<file path="src/rtl/fetch_stage.sv">
// Instruction fetch stage: PC generation, credit-limited in-order memory requests, instruction buffer,
// redirect flush with in-flight drop, and WFI sleep. Optional bubble counter under `FETCH_PERF_EN.
module fetch_stage #(
    parameter logic [31:0] RESET_PC   = 32'h0000_0000,
    parameter int          FIFO_DEPTH = 2
) (
    input  logic        clk,
    input  logic        rst_n,
    output logic        im_req_valid,
    input  logic        im_req_ready,
    output logic [31:0] im_req_addr,
    input  logic        im_rsp_valid,
    input  logic [31:0] im_rsp_data,
    input  logic        redirect_valid,
    input  logic [31:0] redirect_pc,
    input  logic        id_stall,
    input  logic        wfi_req,
    input  logic        irq_pending,
    output logic        id_valid,
    output logic [31:0] id_pc,
    output logic [31:0] id_inst,
    output logic [6:0]  id_op,
    output logic [2:0]  id_funct3,
    output logic [11:0] id_funct12
`ifdef FETCH_PERF_EN
    ,
    output logic [31:0] perf_bubble_cnt
`endif
);

    localparam int          PW      = (FIFO_DEPTH > 1) ? $clog2(FIFO_DEPTH) : 1;
    localparam int          CW      = $clog2(FIFO_DEPTH + 1);
    localparam logic [31:0] NOP     = 32'h0000_0013;
    localparam logic [CW:0] DEPTH_W = (CW + 1)'(FIFO_DEPTH);
    localparam logic [CW-1:0] FULL_CNT = CW'(FIFO_DEPTH);

    typedef enum logic {
        ST_FETCH = 1'b0,
        ST_SLEEP = 1'b1
    } state_t;

    state_t          r_state;
    state_t          w_state_nxt;

    logic [31:0]     r_pc;
    logic [31:0]     r_rsp_pc;
    logic [CW-1:0]   r_outstanding;
    logic [CW-1:0]   r_drop_cnt;
    logic [CW-1:0]   r_count;
    logic [PW-1:0]   r_wptr;
    logic [PW-1:0]   r_rptr;
    logic [31:0]     r_fifo_pc   [FIFO_DEPTH];
    logic [31:0]     r_fifo_inst [FIFO_DEPTH];

    logic            w_credit_ok;
    logic            w_req_valid;
    logic            w_fire;
    logic            w_push;
    logic            w_pop;
    logic            w_id_valid;

    // Credit covers both words in flight and words already buffered, so a push can never find the FIFO full.
    assign w_credit_ok = ({1'b0, r_outstanding} + {1'b0, r_count}) < DEPTH_W;

    always_comb begin
        w_state_nxt = r_state;
        w_req_valid = 1'b0;
        case (r_state)
            ST_FETCH: begin
                w_req_valid = !redirect_valid && w_credit_ok;
                if (!redirect_valid && wfi_req) begin
                    w_state_nxt = ST_SLEEP;
                end
            end
            ST_SLEEP: begin
                if (redirect_valid || irq_pending) begin
                    w_state_nxt = ST_FETCH;
                end
            end
            default: w_state_nxt = ST_FETCH;
        endcase
    end

    assign im_req_valid = rst_n && w_req_valid;
    assign im_req_addr  = r_pc;
    assign w_fire       = im_req_valid && im_req_ready;
    assign w_push       = im_rsp_valid && !redirect_valid && (r_drop_cnt == '0);
    assign w_id_valid   = rst_n && (r_count != '0);
    assign w_pop        = w_id_valid && !id_stall;

    always_ff @(posedge clk) begin
        if (!rst_n) begin
            r_state       <= ST_FETCH;
            r_pc          <= RESET_PC;
            r_rsp_pc      <= RESET_PC;
            r_outstanding <= '0;
            r_drop_cnt    <= '0;
            r_count       <= '0;
            r_wptr        <= '0;
            r_rptr        <= '0;
        end else begin
            r_state       <= w_state_nxt;
            r_outstanding <= r_outstanding + CW'(w_fire) - CW'(im_rsp_valid);
            if (redirect_valid) begin
                // Everything still in flight belongs to the old path; the response arriving now is already dropped.
                r_pc       <= redirect_pc;
                r_rsp_pc   <= redirect_pc;
                r_drop_cnt <= r_outstanding - CW'(im_rsp_valid);
                r_count    <= '0;
                r_wptr     <= '0;
                r_rptr     <= '0;
            end else begin
                if (w_fire) begin
                    r_pc <= r_pc + 32'd4;
                end
                if (im_rsp_valid && (r_drop_cnt != '0)) begin
                    r_drop_cnt <= r_drop_cnt - CW'(1);
                end
                if (w_push) begin
                    r_rsp_pc <= r_rsp_pc + 32'd4;
                    r_wptr   <= r_wptr + PW'(1);
                end
                if (w_pop) begin
                    r_rptr <= r_rptr + PW'(1);
                end
                r_count <= r_count + CW'(w_push) - CW'(w_pop);
            end
        end
    end

    always_ff @(posedge clk) begin
        if (w_push) begin
            r_fifo_pc[r_wptr]   <= r_rsp_pc;
            r_fifo_inst[r_wptr] <= im_rsp_data;
        end
    end

`ifndef SYNTHESIS
    always_ff @(posedge clk) begin
        if (rst_n) begin
            assert (!(w_push && (r_count == FULL_CNT)))
            else $fatal(1, "fetch_stage: instruction buffer push while full");
        end
    end
`endif

    assign id_valid   = w_id_valid;
    assign id_pc      = w_id_valid ? r_fifo_pc[r_rptr] : 32'h0;
    assign id_inst    = w_id_valid ? r_fifo_inst[r_rptr] : NOP;
    assign id_op      = id_inst[6:0];
    assign id_funct3  = id_inst[14:12];
    assign id_funct12 = id_inst[31:20];

`ifdef FETCH_PERF_EN
    logic [31:0] r_perf_bubble_cnt;

    always_ff @(posedge clk) begin
        if (!rst_n) begin
            r_perf_bubble_cnt <= '0;
        end else if ((r_state == ST_FETCH) && !w_id_valid && (r_perf_bubble_cnt != 32'hFFFF_FFFF)) begin
            r_perf_bubble_cnt <= r_perf_bubble_cnt + 32'd1;
        end
    end

    assign perf_bubble_cnt = r_perf_bubble_cnt;
`endif

endmodule

</file>
<file path="config.mk">
export PLATFORM = sky130hd
export DESIGN_NAME = fetch_stage
export DESIGN_NICKNAME = d
export VERILOG_FILES = /design/src/rtl/fetch_stage.sv
export SDC_FILE = /design/constraint.sdc
export NUM_CORES = 1
export LEC_CHECK = 0
export CAP_MARGIN = 40
export CORE_AREA = 2 2 135 137
export DETAILED_ROUTE_END_ITERATION = 6
export DIE_AREA = 0 0 137 139
export GPL_TIMING_DRIVEN = 0
export HOLD_SLACK_MARGIN = 0.12
export PLACE_DENSITY = 0.85
export RECOVER_POWER = 25
export SYNTH_ARGS = -nofsm -noshare
export SYNTH_HDL_FRONTEND = slang
export SYNTH_SLANG_ARGS = --single-unit
export TNS_END_PERCENT = 100
</file>
<file path="constraint.sdc">
create_clock -name clk -period 6.6 [get_ports clk]
set_input_delay 1.32 -clock clk [delete_from_list [all_inputs] [get_ports clk]]
set_output_delay 1.32 -clock clk [all_outputs]
set_load 0.02 [all_outputs]
</file>
Word level (Yosys, flattened, before mapping). Memories as Yosys holds them, arrays and structs flattened. A register that Yosys moved wholly into a read port is not among the register bits. Index checks and enable logic that the tools add are counted. W data, S select, Z words.

Memories kept: 2. Logic and storage cells: 61. Register bits after elaboration: 73. Input port bits: 72. Memory bits (writable): 128. Output and inout port bits: 120.

Multiplexer cells: 18. $add $sub $neg: 11. Magnitude comparators: 1. Reductions and logical operators: 19. Bitwise logic cells: 2.

Memory list: r_fifo_inst (words 2, width 32, rd ports 1, clocked after Yosys merged registers in 1, write ports 1, line 53) `logic [31:0] r_fifo_inst [FIFO_DEPTH];`; r_fifo_pc (words 2, width 32, rd ports 1, clocked after Yosys merged registers in 1, write ports 1, line 52) `logic [31:0] r_fifo_pc [FIFO_DEPTH];`.

Operators with widths (number): $mux W32 (6); $add A32 B3 Y32 const B (2); $reduce_bool A2 Y1 (5); $logic_and A1 B1 Y1 (9); $mux W1 (9); $sub A2 B1 Y2 (3); $add A2 B1 Y2 (2); $mux W2 (2); $add A2 B2 Y3 (1); $lt A3 B2 Y1 const B (1); $add A1 B1 Y1 const B (2); $logic_not A1 Y1 (2); $logic_not A2 Y1 (1); $not A1 Y1 (2); $pmux W1 S2 (1); $reduce_or A2 Y1 (1); $sub A2 B1 Y2 const B (1); $logic_or A1 B1 Y1 (1).

Depth between registers and ports, before layout.
Depth after elaboration: 8. Gate-level depth with buffers: 11. Depth with buffers taken out: 10.

Worst setup path before layout. Ideal clock, no wire load.

Path type: input to register. From: input port im_rsp_valid. To: memory r_fifo_inst[0][0], enable pin. Data arrival time: 4567 ps. Cell stages on the path: 4. Required time: 6114 ps. Path buffers: 1. Library setup time: 486 ps. Setup slack: 1547 ps. Cell sequence: and2_1 -> clkbuf_1 -> nand2_1 -> nor2_1.

Cells in the longest elaborated chain, start to end: 4.

RTL lines: start: declaration (line 12) `input logic im_rsp_valid,`; $logic_and A1 B1 Y1 (2 in series) (line 87) `assign w_push = im_rsp_valid && !redirect_valid && (r_drop_cnt == '0);`; $mux W1 (line 132) `if (w_push) begin`; $mux W1 (not written as such) (line 134) `r_fifo_inst[r_wptr] <= im_rsp_data;`; end: declaration (line 53).

Every way passes these cells.

Worst setup path in the final report.
From: input port rst_n. To: output port id_inst[30].

Cells in the longest elaborated chain, start to end: 2.

RTL lines: start: declaration (line 8) `input logic rst_n,`; $logic_and A1 B1 Y1 (line 88) `assign w_id_valid = rst_n && (r_count != '0);`; $mux W32 (line 149) `assign id_inst = w_id_valid ? r_fifo_inst[r_rptr] : NOP;`; end: declaration (line 21) `output logic [31:0] id_inst,`.

Every way passes these cells.

==> flow_summary_export.csv <==
group,metric,value,unit
routing,wl_per_cell,18.26,um
logic_synthesis,netlist_area,8820,um^2
die,core-area,17660,um^2
clocking,clkTransAtPathRegs,0.06,ns
global_routing,first_global_vias,6804,
status,status,"complete, no violations",
routing,drc,0,
critical_path,rr_worst_depth,10,
routing,routed_wl,22550,um
worst_hold_path,min_from,"r_rsp_pc[1]",
job,cap_violations,0,
timing,slew-limit-headroom,43.35,%
clocking,ctsHtreeMaxLevel,1,
clocking,clock_latency,0.48,ns
global_routing,grt_pass1_wl,35620,um
timing,skew,0.01609,ns
clocking,hold_buffers,0,
pwr,power.total,2939,uW
critical_path,r2r-start,"r_outstanding[0]",
routing,via_count,6877,
routing,dr.pass1.iters,5,
logic_synthesis,synth_cells,773,
critical_path,worst_ep_arrival_time,3.41,ns
clocking,cts_buffers,21,
timing,max_freq,0.2116,GHz
worst_hold_path,hold_class,"reg2reg",
final_layout,fin_nets,1072,
global_routing,use_met1,30.60,%
placed_design,dpl_cell_area,11100,um^2
final_layout,finalNonFillerCells,1235,
critical_path,timing.critical_path.to_type,"output pin",
worst_hold_path,holdPathEnd,"r_fifo_pc[0][1]",
critical_path,crit_buf_inv,5,
critical_path,crit_type,"in2out",
placed_design,post-place-ws,1.862,ns
final_layout,design_area,11810,um^2
logic_synthesis,yosysTopAreaCell,"edfxtp_1",
clocking,cts_setup_buffers,0,
logic_synthesis,ys_types,48,
logic_synthesis,ys_seq_area_share,60.38,%
placed_design,routabilityCongestion,0.9426,
pwr,ir_drop,0.0001876,V
placed_design,portBuffers,190,
critical_path,start_kind,"input port",
global_routing,antenna_found_initial,1,
die,initial_core_util,49.95,%
clocking,cts.repair.resized,0,
timing,fin_crit_sh,71.60,%
worst_hold_path,hold_depth,0,
clocking,cts_tree,"built",
logic_synthesis,synth_top_cells_by_area,"edfxtp_1 (44%), dfxtp_1 (17%), mux2i_1 (7.4%)",
routing,drtIter0Drc,435,
timing,finalHoldViolCount,0,
timing,rsz0062_at_grt,"no",
global_routing,grt_start_max_net_pins,64,
timing,fin_ws,1.875,ns
die,die_y,139,um
timing,slew_viol_final,0,
logic_synthesis,avgSynthCellArea,11.41,um^2
clocking,cts-root-buf,"clkbuf_16",
timing,setup_viol,0,
clocking,cts_num_sinks,202,
global_routing,grt.busiest_layer,"met2",
global_routing,overflow,0,
global_routing,gr-usage-met2,38.73,%
die,die_w,137,um
timing,min_period,4.725,ns
clocking,clk_path_buf_depth,3,
critical_path,slowest_stage,"clkdlybuf4s50_1",
critical_path,critical-path-max-stage-delay,0.59,ns
logic_synthesis,ys_ff_latch,202,
logic_synthesis,ys_warn_count,0,
critical_path,r2r_setup_slack,3.60,ns
logic_synthesis,synth_fp_nets,854,
final_layout,syn2layout_area_growth,33.92,%
die,io-pin-count,192,
pwr,p_leak,0.003876,uW
placed_design,place_inst,1197,
die,core.rowCount,49,
logic_synthesis,synth_top_cell_area_share,43.58,%
logic_synthesis,async_reset_ff_share,0,%
timing,worstMarginPinSlew,0.8498,ns
critical_path,cp_data_required_time,5.28,ns
placed_design,hpwl,16300,um
final_layout,drive_gt1_share,7.065,%
routing,vias_per_cell,5.568,
logic_synthesis,synthFlopType,"edfxtp_1",
routing,final_antenna_net_count,0,
critical_path,cp_cell_sequence,"clkbuf_1, o21ai_1, buf_4, clkbuf_1, nor2_1, buf_4, clkdlybuf4s50_1",
die,die_area,19040,um^2
global_routing,met3_usage,5.811,%
critical_path,cp_max_fo,10,
timing,finalSetupTns,0,ns
critical_path,r2r-end,"r_outstanding[0]",
logic_synthesis,synth-edff-count,128,
global_routing,track_usage,23.68,%
critical_path,critical_path.top_delay_family,"buffers and inverters",
pwr,powerDensity,248.8,nW/um^2
==> routing by layer <==
metal	share of wire (%)	up-vias
li1	-	3235
met1	39	3187
met2	47	393
met3	11	62
met4	3.1	0
met5	0	-
==> cells by family (layout without fill, tap and decap cells) <==
group / count (synthesis) / after routing / synth area share (%)
AOI/OAI and AO/OA: 115 / 115 / 7.547
xor gates and xnor gates: 49 / 49 / 4.866
adders and majority gates: 9 / 9 / 1.362
buffers and inverters: 80 / 312 / 4.355
DFF: 202 / 202 / 60.38
muxes: 67 / 67 / 7.632
other: 0 / 1 / 0
and+or+nand+nor: 251 / 251 / 13.86
==> flip-flops by register name, summed over array words and instances, names as in the netlist, named ones only <==
signal and cells:
r_drop_cnt 2, r_fifo_pc 64, r_outstanding 2, r_fifo_inst 64
im_req_addr 32, r_count 2, r_rptr 1, r_state 1
r_wptr 1, r_rsp_pc 32
==> cell usage in the layout, fill, tap and decap left out, drive strengths merged, types with 21 or more instances in the layout <==
cell type	netlist	layout
dfxtp	74	74
nand2	54	54
a21oi	49	49
mux2i	65	65
nand3	21	21
edfxtp	128	128
dlygate4sd3	0	24
nor2	88	88
nand4	22	22
o21ai	34	34
xnor2	35	35
buf	23	28
clkbuf	36	62
clkdlybuf4s50	0	166
==> area by class of cell <==
type | count | area (um^2)
inverter | 21 | 78.83
clock inverter | 11 | 110.1
timing repair buffer | 195 | 1984
clock buffer | 26 | 595.6
antenna | 1 | 2.502
sequential | 202 | 5325
tap | 229 | 286.5
buffer | 59 | 305.3
fill | 1320 | 5846
multi-input combinational | 491 | 3123
==> worst max-delay path by stage <==
stage,start,end,cells after the start,slack [ns]
floorplan,im_rsp_valid,r_fifo_inst[0][0],4,1.55
global placement,im_rsp_valid,r_fifo_inst[0][4],5,-0.73
detailed placement,rst_n,id_inst[28],7,1.86
CTS,rst_n,id_inst[28],7,1.85
global route,rst_n,id_inst[30],7,1.73
finish,rst_n,id_inst[30],7,1.87
==> worst register-to-register path: stages, from the launching register on <==
cell and delay, ns:
dfxtp_1 0.33, and2_1 0.17, fa_1 0.49, or4b_1 0.53, buf_2 0.21, nor2_2 0.23
inv_1 0.19, ha_1 0.31, inv_1 0.04, ha_1 0.25, and2_1 0.15
==> power by group <==
part	total [uW]	internal, uW	switching, uW
combinational	296	137	158
clock	1180	719	465
sequential	1460	1410	51.8
total	2940	2260	676
==> synth_stat cells, types with 3 or more instances <==
library cell / n
a211oi_1: 7
and4_1: 8
xor2_1: 14
and2_1: 6
nor2_1: 87
nor3_1: 11
nand3_1: 21
buf_4: 22
dfxtp_1: 74
mux2i_1: 65
o21ai_0: 33
clkbuf_1: 36
ha_1: 8
xnor2_1: 35
edfxtp_1: 128
or3_1: 6
a31oi_1: 8
nand4_1: 22
inv_1: 19
a22o_1: 3
a21oi_1: 49
nand2_1: 54
and3_1: 9
nor4_1: 16
==> metrics by stage <==
stage	hold WS, ns	utilization, %
after floorplan	0.4237	-
after global placement	0.4340	62.34
after detailed placement	0.4474	62.88
after CTS	0.4623	66.88
after global routing	0.4803	66.89
final	0.4601	66.89
Power figures use the tool's default switching activity.
